[config.mk]
export PLATFORM = sky130hd
export DESIGN_NAME = mem_wb_stage
export DESIGN_NICKNAME = d
export VERILOG_FILES = /design/src/rtl/mem_wb_stage.sv
export SDC_FILE = /design/constraint.sdc
export NUM_CORES = 1
export LEC_CHECK = 0
export CORE_MARGIN = 2
export CORE_UTILIZATION = 46
export CTS_CLUSTER_DIAMETER = 50
export DETAILED_ROUTE_END_ITERATION = 8
export PLACE_DENSITY = 0.79
export SETUP_SLACK_MARGIN = 0.3
export SLEW_MARGIN = 30
export SYNTH_ARGS = -nofsm -noshare
export SYNTH_HDL_FRONTEND = slang
export SYNTH_SLANG_ARGS = --single-unit
[constraint.sdc]
create_clock -name clk -period 2.15 [get_ports clk]
set_clock_uncertainty 0.1 [all_clocks]
set_input_delay 0.215 -clock clk [delete_from_list [all_inputs] [get_ports clk]]
set_output_delay 0.215 -clock clk [all_outputs]
set_load 0.02 [all_outputs]
[src/rtl/mem_wb_stage.sv]
// MEM/WB pipeline stage: one-entry valid/ready register, load extraction and writeback mux.
// Optional 64-bit retire counter and retire_count port are enabled by defining MEM_WB_RETIRE_CNT_EN.
module mem_wb_stage #(
  parameter int XLEN = 32,
  parameter int RA_W = 5
) (
  input  logic            clk,
  input  logic            reset,
  input  logic            in_valid,
  output logic            in_ready,
  input  logic            flush,
  input  logic [XLEN-1:0] mem_rdata_in,
  input  logic [XLEN-1:0] alu_result_in,
  input  logic [XLEN-1:0] pc_plus4_in,
  input  logic [1:0]      addr_lo_in,
  input  logic [2:0]      funct3_in,
  input  logic [1:0]      wb_sel_in,
  input  logic [RA_W-1:0] rd_in,
  input  logic            reg_write_in,
  input  logic            out_ready,
  output logic            out_valid,
  output logic [RA_W-1:0] rd_out,
  output logic            reg_write_out,
  output logic [XLEN-1:0] wb_data
`ifdef MEM_WB_RETIRE_CNT_EN
  ,
  output logic [63:0]     retire_count
`endif
);

  localparam logic [1:0] WB_MEM = 2'b01;
  localparam logic [1:0] WB_PC4 = 2'b10;
  localparam logic [2:0] F3_LB  = 3'b000;
  localparam logic [2:0] F3_LH  = 3'b001;
  localparam logic [2:0] F3_LBU = 3'b100;
  localparam logic [2:0] F3_LHU = 3'b101;

  logic            valid_q, valid_d;
  logic [XLEN-1:0] mem_rdata_q, mem_rdata_d;
  logic [XLEN-1:0] alu_result_q, alu_result_d;
  logic [XLEN-1:0] pc_plus4_q, pc_plus4_d;
  logic [1:0]      addr_lo_q, addr_lo_d;
  logic [2:0]      funct3_q, funct3_d;
  logic [1:0]      wb_sel_q, wb_sel_d;
  logic [RA_W-1:0] rd_q, rd_d;
  logic            reg_write_q, reg_write_d;

  logic capture;
  logic retire;

  assign in_ready = !valid_q || out_ready;
  assign capture  = in_valid && in_ready && !flush;
  assign retire   = valid_q && out_ready;

  // NOTE: every always_comb output gets a default first, so no path leaves it unassigned (no latch).
  always_comb begin
    valid_d      = valid_q;
    mem_rdata_d  = mem_rdata_q;
    alu_result_d = alu_result_q;
    pc_plus4_d   = pc_plus4_q;
    addr_lo_d    = addr_lo_q;
    funct3_d     = funct3_q;
    wb_sel_d     = wb_sel_q;
    rd_d         = rd_q;
    reg_write_d  = reg_write_q;
    if (capture) begin
      valid_d      = 1'b1;
      mem_rdata_d  = mem_rdata_in;
      alu_result_d = alu_result_in;
      pc_plus4_d   = pc_plus4_in;
      addr_lo_d    = addr_lo_in;
      funct3_d     = funct3_in;
      wb_sel_d     = wb_sel_in;
      rd_d         = rd_in;
      reg_write_d  = reg_write_in;
    end else if (retire) begin
      valid_d = 1'b0;
    end
  end

  // NOTE: sequential state uses non-blocking assignments so all flops update from pre-edge values.
  always_ff @(posedge clk) begin
    if (reset) begin
      valid_q      <= 1'b0;
      mem_rdata_q  <= '0;
      alu_result_q <= '0;
      pc_plus4_q   <= '0;
      addr_lo_q    <= '0;
      funct3_q     <= '0;
      wb_sel_q     <= '0;
      rd_q         <= '0;
      reg_write_q  <= 1'b0;
    end else begin
      valid_q      <= valid_d;
      mem_rdata_q  <= mem_rdata_d;
      alu_result_q <= alu_result_d;
      pc_plus4_q   <= pc_plus4_d;
      addr_lo_q    <= addr_lo_d;
      funct3_q     <= funct3_d;
      wb_sel_q     <= wb_sel_d;
      rd_q         <= rd_d;
      reg_write_q  <= reg_write_d;
    end
  end

  logic [7:0]      load_byte;
  logic [15:0]     load_half;
  logic [XLEN-1:0] load_data;

  // Halfword selection looks only at addr_lo_q[1]; misaligned bit 0 is ignored.
  always_comb begin
    load_byte = mem_rdata_q[7:0];
    case (addr_lo_q)
      2'd1:    load_byte = mem_rdata_q[15:8];
      2'd2:    load_byte = mem_rdata_q[23:16];
      2'd3:    load_byte = mem_rdata_q[31:24];
      default: load_byte = mem_rdata_q[7:0];
    endcase
    load_half = addr_lo_q[1] ? mem_rdata_q[31:16] : mem_rdata_q[15:0];

    load_data = mem_rdata_q;
    case (funct3_q)
      F3_LB:   load_data = {{(XLEN-8){load_byte[7]}}, load_byte};
      F3_LH:   load_data = {{(XLEN-16){load_half[15]}}, load_half};
      F3_LBU:  load_data = {{(XLEN-8){1'b0}}, load_byte};
      F3_LHU:  load_data = {{(XLEN-16){1'b0}}, load_half};
      default: load_data = mem_rdata_q;
    endcase
  end

  always_comb begin
    case (wb_sel_q)
      WB_MEM:  wb_data = load_data;
      WB_PC4:  wb_data = pc_plus4_q;
      default: wb_data = alu_result_q;
    endcase
  end

  assign out_valid     = valid_q;
  assign rd_out        = rd_q;
  assign reg_write_out = valid_q && reg_write_q && (rd_q != '0);

`ifdef MEM_WB_RETIRE_CNT_EN
  logic [63:0] retire_cnt_q, retire_cnt_d;

  // Counts every completed output handshake, including one in a flush cycle; wraps naturally.
  always_comb begin
    retire_cnt_d = retire_cnt_q + 64'(retire);
  end

  always_ff @(posedge clk) begin
    if (reset) retire_cnt_q <= '0;
    else       retire_cnt_q <= retire_cnt_d;
  end

  assign retire_count = retire_cnt_q;
`endif

endmodule
[After elaboration in Yosys (flattened, before gate mapping)]
Index checks and enable logic that the tools add are counted.
W data, S select, Z words.
Word-level totals
  register bits: 110
  output and inout bits: 40
  input bits: 114
Operators by class
  equality and inequality tests: 8
  mux-type cells: 6
  reduce and logical (&&, ||, !) cells: 11
Operators with widths (count)
  $pmux W32 S4: 1
  $pmux W32 S2: 1
  $pmux W8 S3: 1
  $mux W16: 1
  $eq A2 B2 Y1 const B: 3
  $eq A3 B3 Y1 const B: 2
  $logic_and A1 B1 Y1: 5
  $reduce_bool A5 Y1: 1
  $eq A2 B1 Y1 const B: 2
  $eq A3 B1 Y1 const B: 1
  $logic_not A3 Y1: 1
  $logic_not A1 Y1: 2
  $mux W1: 2
  $reduce_bool A2 Y1: 1
  $logic_or A1 B1 Y1: 1

[Logic depth before layout (Yosys ltp)]
  depth after elaboration: 5
  mapped depth: 7
  gate-level depth less buffers: 6

[Least setup slack after synthesis]
No wires, ideal clock.
  kind: register to output
  start point: register wb_sel_q[0]
  end point: output port wb_data[7]
  path buffers: 3
  setup slack: 0.104 ns
  cell stages (with the launch flop): 8
  arrival time: 1.731 ns
  cells stage by stage: dfxtp_1 inv_1 ha_1 clkbuf_1 clkbuf_1 clkbuf_1 nand2_1 o211ai_1
On the way
  word-level cells in the longest chain between the ends: 2
RTL lines
  from (decl): line 44  | logic [1:0] wb_sel_q, wb_sel_d;
  from (signal assigned): line 100  | wb_sel_q <= wb_sel_d;
  $eq A2 B2 Y1 or $eq A2 B1 Y1 (tied branches): line 132  | case (wb_sel_q)
  $pmux W32 S2 (*): line 132
  to (decl): line 24  | output logic [XLEN-1:0] wb_data
Every way passes the cells marked *; elsewhere a longest branch is shown, timed or not.

[Final worst setup path]
  start point: register addr_lo_q[1]
  end point: output port wb_data[9]
On the way
  word-level cells in the longest chain between the ends: 4
RTL lines
  from (decl): line 42  | logic [1:0] addr_lo_q, addr_lo_d;
  from (signal assigned): line 98  | addr_lo_q <= addr_lo_d;
  $eq A2 B2 Y1 or $eq A2 B1 Y1 (tied branches): line 113  | case (addr_lo_q)
  $pmux W8 S3: line 113
  $pmux W32 S4 (*): line 122  | case (funct3_q)
  $pmux W32 S2 (*): line 132
Marked as above.

==> results.toml <==
[pwr]
p_leak_nw = 2.71
total_power_mw = 4.36
power_density_mw_per_mm2 = 594
ir_drop_mv = 0.369

[layout]
diodes = 0
multi_input_area_mm2 = 0.00270
register_area_mm2 = 0.00221
final_nets = 964
fill_cells = 829
instances_no_fill = 989
drive_above_1_share_pct = 18.6
syn2layout_area_growth_pct = 48.4

[drt]
drt_wl_total_um = 17000
viasPerCell = 5.63
vias = 5568
drt_pass1_iterations = 6
first_iter_violations = 452
drc = 0
wl_per_cell_um = 17.2
antenna_left = 0

[timing]
rsz0062_at_grt = "true"
post-route-min-period_ns = 2.47
hold_violations = 0
hold_ws_ns = 0.252
slew_headroom_pct = 66.6
tightestPinTransition_ns = 0.501
maxSlewViolCount = 0
fmax_mhz = 405
finalSetupViolCount = 30
layout_setup_ws_ns = -0.319
fin_crit_sh_pct = 115

[synthesis]
yosysSeqAreaShare_pct = 44.4
avgSynthCellArea_um2 = 7.32
synth_common_cells = "nand2_1 (252), a21oi_1 (130), dfxtp_1 (110)"
synth_ff_type = "dfxtp_1"
synth_seq_cells = 110
synth_top_area_share_pct = 44.4
netlist_area_mm2 = 0.00495
synth.area.top_cells = "dfxtp_1 (44%), nand2_1 (19%), a21oi_1 (13%)"
synth.most_common_cell = "nand2_1"
synth_edf_count = 0
yosysWarnings = 0
yosysUniqueCellTypes = 33
syn-num-nets = 793
yosysTopAreaCell = "dfxtp_1"
netlist_instances = 677
synthArstFlopShare_pct = 0

[clock_network]
clock_sinks = 110
cts_tree = "done"
cts-root-buf = "clkbuf_8"
clk_path_buf_depth = 2
cts_buffers = 9
path_clk_slew_ns = 0.10
insertion_delay_ns = 0.38
htreeDepth = 3

[run_status]
failed_checks = "setup timing"
status = "finished with violations"

[floorplanning]
num_rows = 37
core_mm2 = 0.0104
dieWidth_um = 108
dieHeight_um = 108
initial_core_util_pct = 47.8
die_area_mm2 = 0.0116
ioPinCount = 154

[placed_design]
place_worst_setup_slack_ns = -0.304
dp_hpwl_um = 11800
dp_cells = 955
gp_congestion = 0.942
port_buffers = 153

[critical_path]
ff2ff_setup_slack_ns = 0.61
worstSetupPathType = "reg2out"
slowest_stage = "mux4_2"
crit_chain = "mux4_2 -> nor2b_4 -> o311ai_4 -> buf_6 -> o221ai_2 -> buf_4"
crit_arrival_ns = 2.15
slowest_delay_ns = 0.53
required_ns = 1.84
crit_path_end_kind = "output port"
cp_max_fo = 4
startpoint_type = "register"

[grt]
grt_pass1_wl_um = 26500
grt_max_degree = 111
grt_util_all_layers_pct = 29.1
grt_pass1_vias = 5432
antenna_found_initial = 0
grt_overflow = 0

[job]
max-cap-violations = 0

[worst_hold_path]
hold_class = "in2reg"
==> routing by layer <==
layer  vias to the layer above  global-route usage [%]  wire length [µm]
li1                       2634                       -                 -
met1                      2616                    35.2              6770
met2                       269                    49.6              8260
met3                        49                    6.23              1460
met4                         0                    12.7               548
met5                         -                       0                 0
==> sequential cells by signal (all words and copies together), names as in the netlist <==
name / cells
addr_lo_q: 2
alu_result_q: 32
funct3_q: 3
mem_rdata_q: 32
out_valid: 1
pc_plus4_q: 32
rd_out: 5
reg_write_q: 1
wb_sel_q: 2
==> path summary, 6_finish.rpt <==
check                                      start               end  depth (start not counted)
worst max register to register         out_valid    pc_plus4_q[30]                          5
worst min register to register  alu_result_q[23]  alu_result_q[23]                          2
worst min-delay path                       reset   mem_rdata_q[13]                          3
worst max-delay path                addr_lo_q[1]        wb_data[9]                          6
==> critical path: cells and delay by family (launching register included) <==
family / cells / cell delay (ns)
multiplexers: 1 / 0.53
AO/OA/AOI/OAI: 2 / 0.39
buffers and inverters: 2 / 0.34
flip-flops: 1 / 0.35
AND/OR/NAND/NOR: 1 / 0.16
==> repair_timing <==
item / in CTS / in global routing
setup endpoints to repair: 34 / 33
setup buffers: 13 / 3
cloned: 2 / 0
pin swaps: 25 / 6
resized for setup: 211 / 5
hold endpoints to repair: 0 / 0
hold buffers: 0 / 0
==> metrics by stage <==
step	utilization, %	area [µm²]	setup TNS [ns]
after floorplan	-	5030	0
after global placement	66.8	6930	-3.72
after detailed placement	66.8	6930	-5.00
after CTS	70.5	7310	-6.17
after global routing	70.9	7350	-8.51
final	70.9	7350	-6.74
==> placed cells by master, fill, tap and decap left out, types with 2 or more instances in the layout <==
cell	instances
nor2_2	2
a22oi_1	17
a21oi_2	7
o211ai_1	21
dfxtp_1	103
clkbuf_8	11
inv_1	8
nor2b_4	3
a2bb2oi_2	3
inv_6	3
nor2_1	8
a21oi_1	122
buf_2	15
mux2i_1	5
dfxtp_2	7
nor2b_1	7
a221oi_2	3
clkdlybuf4s50_1	118
o221ai_2	5
buf_4	65
o22ai_1	7
nand2b_1	7
nand2_1	252
o21ai_1	6
buf_12	8
or3_1	4
buf_6	9
o221ai_1	2
==> report_power, final <==
part / leakage (nW) / internal [mW] / switching [mW]
sequential: 0.902 / 2.13 / 0.0722
clock: 0.101 / 0.498 / 0.713
combinational: 1.71 / 0.478 / 0.469
total: 2.71 / 3.11 / 1.25
==> cells by family (layout without fill, tap and decap cells) <==
kind of cell,count (synthesis),in the layout,synth area share (%)
simple gates,290,290,23.7
fa+ha+maj,2,2,0.505
compound gates,203,203,24.6
flops,110,110,44.4
buf+inv,66,242,5.33
mux,6,6,1.46
==> cell type report <==
| type | instances | share of cell area, % |
|---|---|---|
| well taps | 136 | 2.31 |
| clock inverters | 5 | 0.544 |
| clock buffers | 11 | 2.06 |
| repair buffers | 217 | 27.8 |
| multi-input cells | 501 | 36.8 |
| inverters | 9 | 0.493 |
| flip-flops and latches | 110 | 30.1 |
No activity file was read; power rests on OpenSTA's default activity.
